`src/rtl/irq_controller.sv`:
```
// irq_controller: NIRQ-channel fixed-priority interrupt front end for the ExtIRQ/ExcAck/ERet handshake; IRQC_SYNC_EN adds a 2-flop input synchroniser.
// irq_in->ExtIRQ 2 cycles (4 with IRQC_SYNC_EN); a request is held until ExcAck, new events accumulate in pending meanwhile.
module irq_controller #(
  parameter int              NIRQ       = 4,
  parameter logic [NIRQ-1:0] EDGE_MODE  = '1,
  parameter logic [NIRQ-1:0] MASK_RESET = '1,
  parameter int              IDW        = $clog2(NIRQ)
) (
  input  logic            CLOCK_50,
  input  logic            reset,
  input  logic [NIRQ-1:0] irq_in,
  input  logic            mask_we,
  input  logic [NIRQ-1:0] mask_wdata,
  input  logic            ExcAck,
  input  logic            ERet,
  output logic            ExtIRQ,
  output logic [IDW-1:0]  irq_id,
  output logic [NIRQ-1:0] ExtlAck,
  output logic [NIRQ-1:0] pending,
  output logic            busy
);

  typedef enum logic [1:0] {IDLE, REQ, SERVICE} stateT;

  stateT           state, stateNext;
  logic [NIRQ-1:0] irqS, hist, mask, pendNext, active, ackNext;
  logic [IDW-1:0]  winner, idNext;
  logic            reqNext, busyNext, accept;

`ifdef IRQC_SYNC_EN
  logic [NIRQ-1:0] syncA, syncB;

  always_ff @(posedge CLOCK_50 or posedge reset) begin
    if (reset) begin
      syncA <= '0;
      syncB <= '0;
    end else begin
      syncA <= irq_in;
      syncB <= syncA;
    end
  end

  assign irqS = syncB;
`else
  assign irqS = irq_in;
`endif

  assign active = pending & mask;
  assign accept = (state == REQ) && ExcAck;

  // Lowest index wins: scan downwards so the last hit is the smallest index.
  always_comb begin
    winner = '0;
    for (int i = NIRQ - 1; i >= 0; i--) begin
      if (active[i]) winner = IDW'(i);
    end
  end

  // Edge channels: a new rising edge beats a same-cycle acknowledge clear.
  always_comb begin
    pendNext = '0;
    for (int i = 0; i < NIRQ; i++) begin
      if (EDGE_MODE[i])
        pendNext[i] = (irqS[i] & ~hist[i]) |
                      (pending[i] & ~(accept && (irq_id == IDW'(i))));
      else
        pendNext[i] = irqS[i];
    end
  end

  always_comb begin
    stateNext = state;
    reqNext   = ExtIRQ;
    idNext    = irq_id;
    busyNext  = busy;
    ackNext   = '0;
    case (state)
      IDLE: begin
        if (|active) begin
          stateNext = REQ;
          reqNext   = 1'b1;
          idNext    = winner;
          busyNext  = 1'b1;
        end
      end
      REQ: begin
        if (ExcAck) begin
          stateNext = SERVICE;
          reqNext   = 1'b0;
          ackNext   = NIRQ'(1) << irq_id;
        end
      end
      SERVICE: begin
        if (ERet) begin
          stateNext = IDLE;
          busyNext  = 1'b0;
        end
      end
      default: stateNext = IDLE;
    endcase
  end

  always_ff @(posedge CLOCK_50 or posedge reset) begin
    if (reset) begin
      state   <= IDLE;
      ExtIRQ  <= 1'b0;
      irq_id  <= '0;
      ExtlAck <= '0;
      busy    <= 1'b0;
      pending <= '0;
      hist    <= '0;
      mask    <= MASK_RESET;
    end else begin
      state   <= stateNext;
      ExtIRQ  <= reqNext;
      irq_id  <= idNext;
      ExtlAck <= ackNext;
      busy    <= busyNext;
      pending <= pendNext;
      hist    <= irqS;
      if (mask_we) mask <= mask_wdata;
    end
  end

endmodule
```
`config.mk`:
```
export PLATFORM = sky130hd
export DESIGN_NAME = irq_controller
export DESIGN_NICKNAME = d
export VERILOG_FILES = /design/src/rtl/irq_controller.sv
export SDC_FILE = /design/constraint.sdc
export NUM_CORES = 1
export LEC_CHECK = 0
export ABC_AREA = 1
export CAP_MARGIN = 0
export CORE_MARGIN = 4
export CORE_UTILIZATION = 44
export CTS_CLUSTER_SIZE = 12
export DETAILED_ROUTE_END_ITERATION = 10
export GPL_TIMING_DRIVEN = 0
export HOLD_SLACK_MARGIN = 0.15
export PLACE_DENSITY = 0.83
export REMOVE_ABC_BUFFERS = 1
export SLEW_MARGIN = 20
export SYNTH_ARGS = -nofsm -noshare
export SYNTH_HDL_FRONTEND = slang
export SYNTH_SLANG_ARGS = --single-unit
```
`constraint.sdc`:
```
create_clock -name CLOCK_50 -period 2.4 [get_ports CLOCK_50]
set_input_delay 0.24 -clock CLOCK_50 [delete_from_list [all_inputs] [get_ports CLOCK_50]]
set_output_delay 0.24 -clock CLOCK_50 [all_outputs]
set_load 0.005 [all_outputs]
```
==> results of run 1 <==
-- power by group through the flow --
stage | combinational [W] | sequential (W) | clock [W]
global placement | 0.000434 | 0.000552 | 0
detailed placement | 0.000450 | 0.000558 | 0
finish | 0.000446 | 0.000551 | 0.000163
CTS | 0.000454 | 0.000551 | 0.000168
floorplan | 0.000231 | 0.000547 | 0
global route | 0.000512 | 0.000563 | 0.000190
-- cells by family (layout without fill, tap and decap cells) --
kind of cell / count (synthesis) / after routing / share of synthesized area [%]
AOI/OAI and AO/OA: 10 / 10 / 6.510
buffers and inverters: 12 / 40 / 5.326
DFF: 22 / 22 / 65.68
muxes: 4 / 4 / 5.325
and+or+nand+nor: 36 / 36 / 17.16
-- layer usage --
metal | vias up | routed length, um | GRT usage, %
li1 | 321 | - | -
met1 | 303 | 692 | 17.25
met2 | 17 | 812 | 22.38
met3 | 2 | 115 | 4.011
met4 | 0 | 5 | 2.620
met5 | - | 0 | 0
-- flip-flops by register name (all words and copies together), names as in the netlist --
name     count
ExtlAck      4
hist         4
mask         4
pending      4
irq_id       2
state        2
ExtIRQ       1
busy         1
-- cells in the mapped netlist --
library cell   n  area share, %
mux2_1         4            5.3
nand3_1        4            2.4
dfstp_2        4             12
nor2_1         5            2.2
o21bai_1       1           0.89
nand2_2        1           0.74
dfrtp_1       18             53
nand2_1       25             11
inv_2          2           0.89
inv_1         10            4.4
o21ai_1        8            4.7
nor2_2         1           0.74
o31ai_1        1           0.89
-- final cells by class --
class                      instances  area share [%]
tap                               25           2.735
sequential                        22           48.58
inverter                          12           3.939
clock buffer                       4           2.298
timing repair buffer              24           21.01
multi-input combinational         50           21.44
-- final timing paths --
check,start,end,depth (start not counted)
max,irq_id[1],irq_id[1],1
min,reset,hist[2],2
max reg2reg,mask[0],irq_id[0],7
min reg2reg,hist[1],pending[1],1
max in group asynchronous,reset,pending[1],2
min in group CLOCK_50,irq_in[2],hist[2],1
-- per-stage QoR --
stage	power (W)	hold WS (ps)	cells	util, %	area (um2)
2_1_floorplan	0.0007785	226.3	84	-	845.8
3_3_place_gp	0.0009857	395.0	133	62.67	1117
3_5_place_dp	0.001008	408.4	133	62.67	1117
4_1_cts	0.001172	394.6	137	64.14	1144
5_1_grt	0.001265	396.5	137	64.14	1144
6_report	0.001160	376.1	137	64.14	1144
==> impl_summary.log, run 1 <==
[metrics] overflow left after global routing: 0
[metrics] distinct cell type count after synthesis: 13
[metrics] worst reg-to-reg setup slack: 1280 ps
[metrics] Maximum Capacitance Violations: 0
[metrics] critical path class: flop to output port
[metrics] result of the run: complete, no violations
[metrics] cells resized by post-CTS repair: 0
[metrics] Max Slew Vio Count: 0
[metrics] average detailed-routed wire length per instance: 11.86 um
[metrics] initial DRC count: 4
[metrics] worst-case clock skew: 10.45 ps
[metrics] Diodes inserted: 0
[metrics] die outline area: 2688 um2
[metrics] Internal Dissipation: 0.0007633 W
[metrics] power per standard cell area: 1014 nW/um2
[metrics] half-perimeter wire length of the detailed placement result: 1316 um
[metrics] sequential cell area: 555.5 um2
[metrics] number of placement rows: 15
[metrics] Clock Sinks: 22
[metrics] Post-Route WL: 1625 um
[metrics] die span in x: 51.85 um
[metrics] number of antenna violations at the first check in global routing: 0
[metrics] Worst EP required: 2160 ps
[metrics] number of global-route vias before repair: 619
[metrics] most frequent cells in the layout: nand2_1, clkdlybuf4s50_1, dfrtp_1, inv_1, o21ai_1
[metrics] worst slack at placement: 1127 ps
[metrics] floorplan die height: 51.85 um
[metrics] Logic pwr share: 38.5%
[metrics] core area: 1783 um2
[metrics] area of combinational cells with multiple inputs: 245.2 um2
[metrics] Relative slew margins: 47.20%
[metrics] crit-path leading delay family: buffers and inverters
[metrics] fraction of power consumed by the clock network: 14.0%
[metrics] final period utilization: 62.08%
[metrics] highest fanout seen on the critical path: 4
[metrics] kind of capture point of the worst setup path: output port
[metrics] CP max stage delay: 530 ps
[metrics] area of the mapped netlist: 845.8 um2
[metrics] wire length of the first global-routing pass: 2746 um
[metrics] critical path cell sequence: clkdlybuf4s50_1
[metrics] path category of the worst min-delay check: input port to asynchronous set/reset pin
[metrics] clock root buffer: clkbuf_4
[metrics] critical-path cell with the highest stage delay: clkdlybuf4s50_1
[metrics] warnings from Yosys: 0
[metrics] Longest Clk Path Bufs: 2
[metrics] Hold Fails Final Rpt: 0
[metrics] placer congestion estimate: 0.8184
[metrics] pin count of the biggest net entering global routing: 23
[metrics] post-synthesis cell count: 84
[metrics] TritonCTS clock tree: built
[metrics] Pre-antenna DRT Iters: 3
[metrics] Seq/Total Area, Yosys: 65.68%
[metrics] remaining antenna violation count: 0
[metrics] Switching Share: 34.21%
[metrics] number of filler cells placed in the layout: 144
[metrics] post-synthesis average cell area: 10.07 um2
[metrics] Setup TNS: 0 ps
[metrics] number of buffer and inverter instances along the worst setup path: 1
[metrics] Final setup viols: 0
[metrics] CTS H-Tree Depth: 1
[metrics] DR DRC count: 0
[metrics] ratio of cells with drive above 1 in the final layout: 9.821%
[metrics] area growth from synthesis to layout: 35.21%
[metrics] Flop pwr share: 47.5%
[metrics] final net count: 126
[metrics] type of element launching the critical path: flop
[metrics] worst vdd ir: 0.4735 mV
[metrics] Worst Path Arrival: 1250 ps
[metrics] number of top-level pins: 25
[metrics] leading cell type in the layout, fill and taps excluded: nand2_1
[metrics] number of buffers added for setup after CTS: 0
[metrics] CTS buffer count: 3
[metrics] starting density of the core: 47.44%
[metrics] clock-pin slew on the worst setup and hold paths: 120 ps
[metrics] IO buf count: 24
[metrics] worst skew pair latency: 290 ps
[metrics] final worst path period need: 1490 ps
[metrics] combined global-route utilization of all metal layers: 13.44%
[metrics] post-synthesis register bit count: 22
[metrics] total via count in the routed design: 643
[metrics] slew of the pin with the lowest slew margin: 791.1 ps
[metrics] fmax: 671.2 MHz
[metrics] leakage component of the power: 0.5390 nW
[metrics] Vias per Instance: 4.693
[metrics] net switching power: 0.0003969 W
[metrics] final worst-path setup slack: 910.1 ps
[metrics] quantity of hold-fixing buffers added after cts: 0
[metrics] unrepaired setup endpoints after global routing: no
No activity file was read; power rests on OpenSTA's default activity.
==> run 2: changes to the inputs <==
--- a/config.mk
+++ b/config.mk
@@ -8,12 +8,12 @@
 export ABC_AREA = 1
 export CAP_MARGIN = 0
 export CORE_MARGIN = 4
-export CORE_UTILIZATION = 44
+export CORE_UTILIZATION = 40
 export CTS_CLUSTER_SIZE = 12
 export DETAILED_ROUTE_END_ITERATION = 10
 export GPL_TIMING_DRIVEN = 0
 export HOLD_SLACK_MARGIN = 0.15
-export PLACE_DENSITY = 0.83
+export PLACE_DENSITY = 0.8
 export REMOVE_ABC_BUFFERS = 1
 export SLEW_MARGIN = 20
 export SYNTH_ARGS = -nofsm -noshare
==> constraint.sdc (replaced) <==
create_clock -name CLOCK_50 -period 1.2 [get_ports CLOCK_50]
set_input_delay 0.12 -clock CLOCK_50 [delete_from_list [all_inputs] [get_ports CLOCK_50]]
set_output_delay 0.12 -clock CLOCK_50 [all_outputs]
set_load 0.005 [all_outputs]
==> run 2 against run 1 <==
Routed wire length grew 9.8%. Largest cell class unchanged. Critical path depth is the same. Sequential share of layout area shrank 3.4 points. Highest routed layer unchanged. First-iteration DRC count grew 75%. Worst hold slack lost 130 ps. Die area grew 8.4%. Setup slack lost 830 ps.
==> impl_summary.log, run 2 (synthesized netlist as in run 1, its figures left out) <==
[metrics] result of the run: complete, no violations
[metrics] area growth from synthesis to layout: 45.86%
[metrics] Clock Sinks: 22 (unchanged)
[metrics] die outline area: 2914 um2 (+8.4%)
[metrics] placer congestion estimate: 0.7611 (-7.0%)
[metrics] number of global-route vias before repair: 708 (+14%)
[metrics] final net count: 134 (+6.3%)
[metrics] final period utilization: 92.94%
[metrics] initial DRC count: 7 (+3)
[metrics] starting density of the core: 42.68% (-4.8 points)
[metrics] highest fanout seen on the critical path: 2 (-2)
[metrics] pin count of the biggest net entering global routing: 23 (unchanged)
[metrics] clock root buffer: clkbuf_4
[metrics] kind of capture point of the worst setup path: output port
[metrics] Maximum Capacitance Violations: 0 (unchanged)
[metrics] wire length of the first global-routing pass: 3139 um (+14%)
[metrics] leading cell type in the layout, fill and taps excluded: nand2_1
[metrics] endpoint of the worst register-to-register path: irq_id[0]
[metrics] Final setup viols: 0 (unchanged)
[metrics] critical path cell sequence: dlygate4sd2_1
[metrics] power per standard cell area: 2183 nW/um2 (+120%)
[metrics] total via count in the routed design: 680 (+5.8%)
[metrics] number of filler cells placed in the layout: 172 (+19%)
[metrics] Post-Route WL: 1785 um (+9.8%)
[metrics] average detailed-routed wire length per instance: 12.14 um (+2.4%)
[metrics] startpoint of the lowest-slack register-to-register path: mask[1]
[metrics] type of element launching the critical path: flop
[metrics] ratio of cells with drive above 1 in the final layout: 20.83% (+11 points)
[metrics] number of antenna violations at the first check in global routing: 0 (unchanged)
[metrics] path category of the worst min-delay check: input port to asynchronous set/reset pin
[metrics] Diodes inserted: 0 (unchanged)
[metrics] number of top-level pins: 25 (unchanged)
[metrics] length in cells of the worst reg-to-reg path: 7 (unchanged)
[metrics] die span in x: 53.99 um (+4.1%)
[metrics] floorplan die height: 53.99 um (+4.1%)
[metrics] number of buffer and inverter instances along the worst setup path: 1 (unchanged)
[metrics] final worst path period need: 1115 ps
[metrics] IO buf count: 24 (unchanged)
[metrics] critical path class: flop to output port
[metrics] Worst EP required: 1080 ps (-1080 ps)
[metrics] worst-case clock skew: 1.385 ps (-9.069 ps)
[metrics] CTS buffer count: 3 (unchanged)
[metrics] TritonCTS clock tree: built
[metrics] fmax: 896.7 MHz
[metrics] number of placement rows: 16 (+1)
[metrics] Longest Clk Path Bufs: 2 (unchanged)
[metrics] Relative slew margins: 46.95% (-0.25 points)
[metrics] Max Slew Vio Count: 0 (unchanged)
[metrics] Crit. Startpoint: pending[0]
[metrics] leakage component of the power: 0.6105 nW (+13%)
[metrics] Worst Path Arrival: 1000 ps (-250 ps)
[metrics] Setup TNS: 0 ps (unchanged)
[metrics] CTS H-Tree Depth: 1 (unchanged)
[metrics] Vias per Instance: 4.626 (-1.4%)
[metrics] worst vdd ir: 1.240 mV (+160%)
[metrics] crit-path leading delay family: flip-flops
[metrics] overflow left after global routing: 0 (unchanged)
[metrics] unrepaired setup endpoints after global routing: no
[metrics] clock-pin slew on the worst setup and hold paths: 120 ps (about the same)
[metrics] worst skew pair latency: 310 ps (+20 ps)
[metrics] core area: 1982 um2 (+11%)
[metrics] most frequent cells in the layout: nand2_1, dfrtp_1, clkdlybuf4s50_1, dlygate4sd2_1, inv_1
[metrics] DR DRC count: 0 (unchanged)
[metrics] worst reg-to-reg setup slack: 90 ps (-1190 ps)
[metrics] Pre-antenna DRT Iters: 4 (+1)
[metrics] half-perimeter wire length of the detailed placement result: 1282 um (-2.6%)
[metrics] remaining antenna violation count: 0 (unchanged)
[metrics] Hold Fails Final Rpt: 0 (unchanged)
[metrics] combined global-route utilization of all metal layers: 15.34% (+1.9 points)
[metrics] slew of the pin with the lowest slew margin: 794.9 ps (+3.722 ps)
[metrics] CP max stage delay: 410 ps (-120 ps)
[metrics] critical-path cell with the highest stage delay: dfrtp_1
[metrics] worst hold slack across all endpoints: 245.0 ps (-131.1 ps)
-- run 2: cell types whose count changed in the layout (fill, tap and decap cells not counted) --
cell	previous run	this run
nand2_1	25	21
clkbuf_1	1	0
buf_4	0	8
clkdlybuf4s50_1	24	12
bufinv_16	0	1
dlygate4sd2_1	0	12
dfrtp_2	0	1
nand2_4	0	1
dfrtp_1	18	17
nand2_2	1	4
-- run 2: worst max-delay path by stage --
stage | endpoint | slack [ps] | depth (start not counted)
finish | pending[0] | 80 | 1
global route | irq_id[0] | 4 | 7
CTS | state[0] | 60 | 7
detailed placement | state[1] | 50 | 2
global placement | busy | 80 | 2
floorplan | irq_id[0] | 180 | 7
-- run 2: final cells by class --
cell class | count | area (um2) | area share, %
timing repair buffer | 32 | 285.3 | 23.12
multi-input combinational | 50 | 260.3 | 21.10
clock buffer | 3 | 22.52 | 1.826
tap | 27 | 33.78 | 2.738
clock inverter | 1 | 30.03 | 2.434
inverter | 12 | 45.04 | 3.651
sequential | 22 | 556.8 | 45.13
-- run 2: metrics by stage --
step | total power [W] | utilization (%) | std cells | worst slack [ps] | cell area [um2]
floorplan | 0.001557 | - | 84 | 175.6 | 845.8
global route | 0.002913 | 62.25 | 147 | 4.267 | 1234
detailed placement | 0.002021 | 56.50 | 135 | 50.82 | 1120
CTS | 0.002644 | 61.43 | 147 | 57.79 | 1217
finish | 0.002694 | 62.25 | 147 | 84.75 | 1234
global placement | 0.001974 | 56.50 | 135 | 76.12 | 1120
-- run 2: metal layers --
metal / routed length [um] / part of all wire, % / track usage [%]
met2: 917 / 51 / 27.62
met5: 0 / 0 / 0
met1: 737 / 41 / 17.22
met4: 24 / 1.3 / 6.224
met3: 105 / 5.9 / 3.601
-- run 2: where the power goes --
| part | internal (W) | switching, W |
|---|---|---|
| combinational | 0.000511 | 0.000552 |
| clock | 0.000338 | 0.000227 |
| sequential | 0.000947 | 0.000119 |
-- run 2: repair_timing --
item | 4_1_cts | 5_1_grt
resized for setup | 12 | 6
endpoints found under the setup margin | 12 | 4
hold buffers | 0 | 0
endpoints found under the hold margin | 0 | 0
buffers inserted | 8 | 0
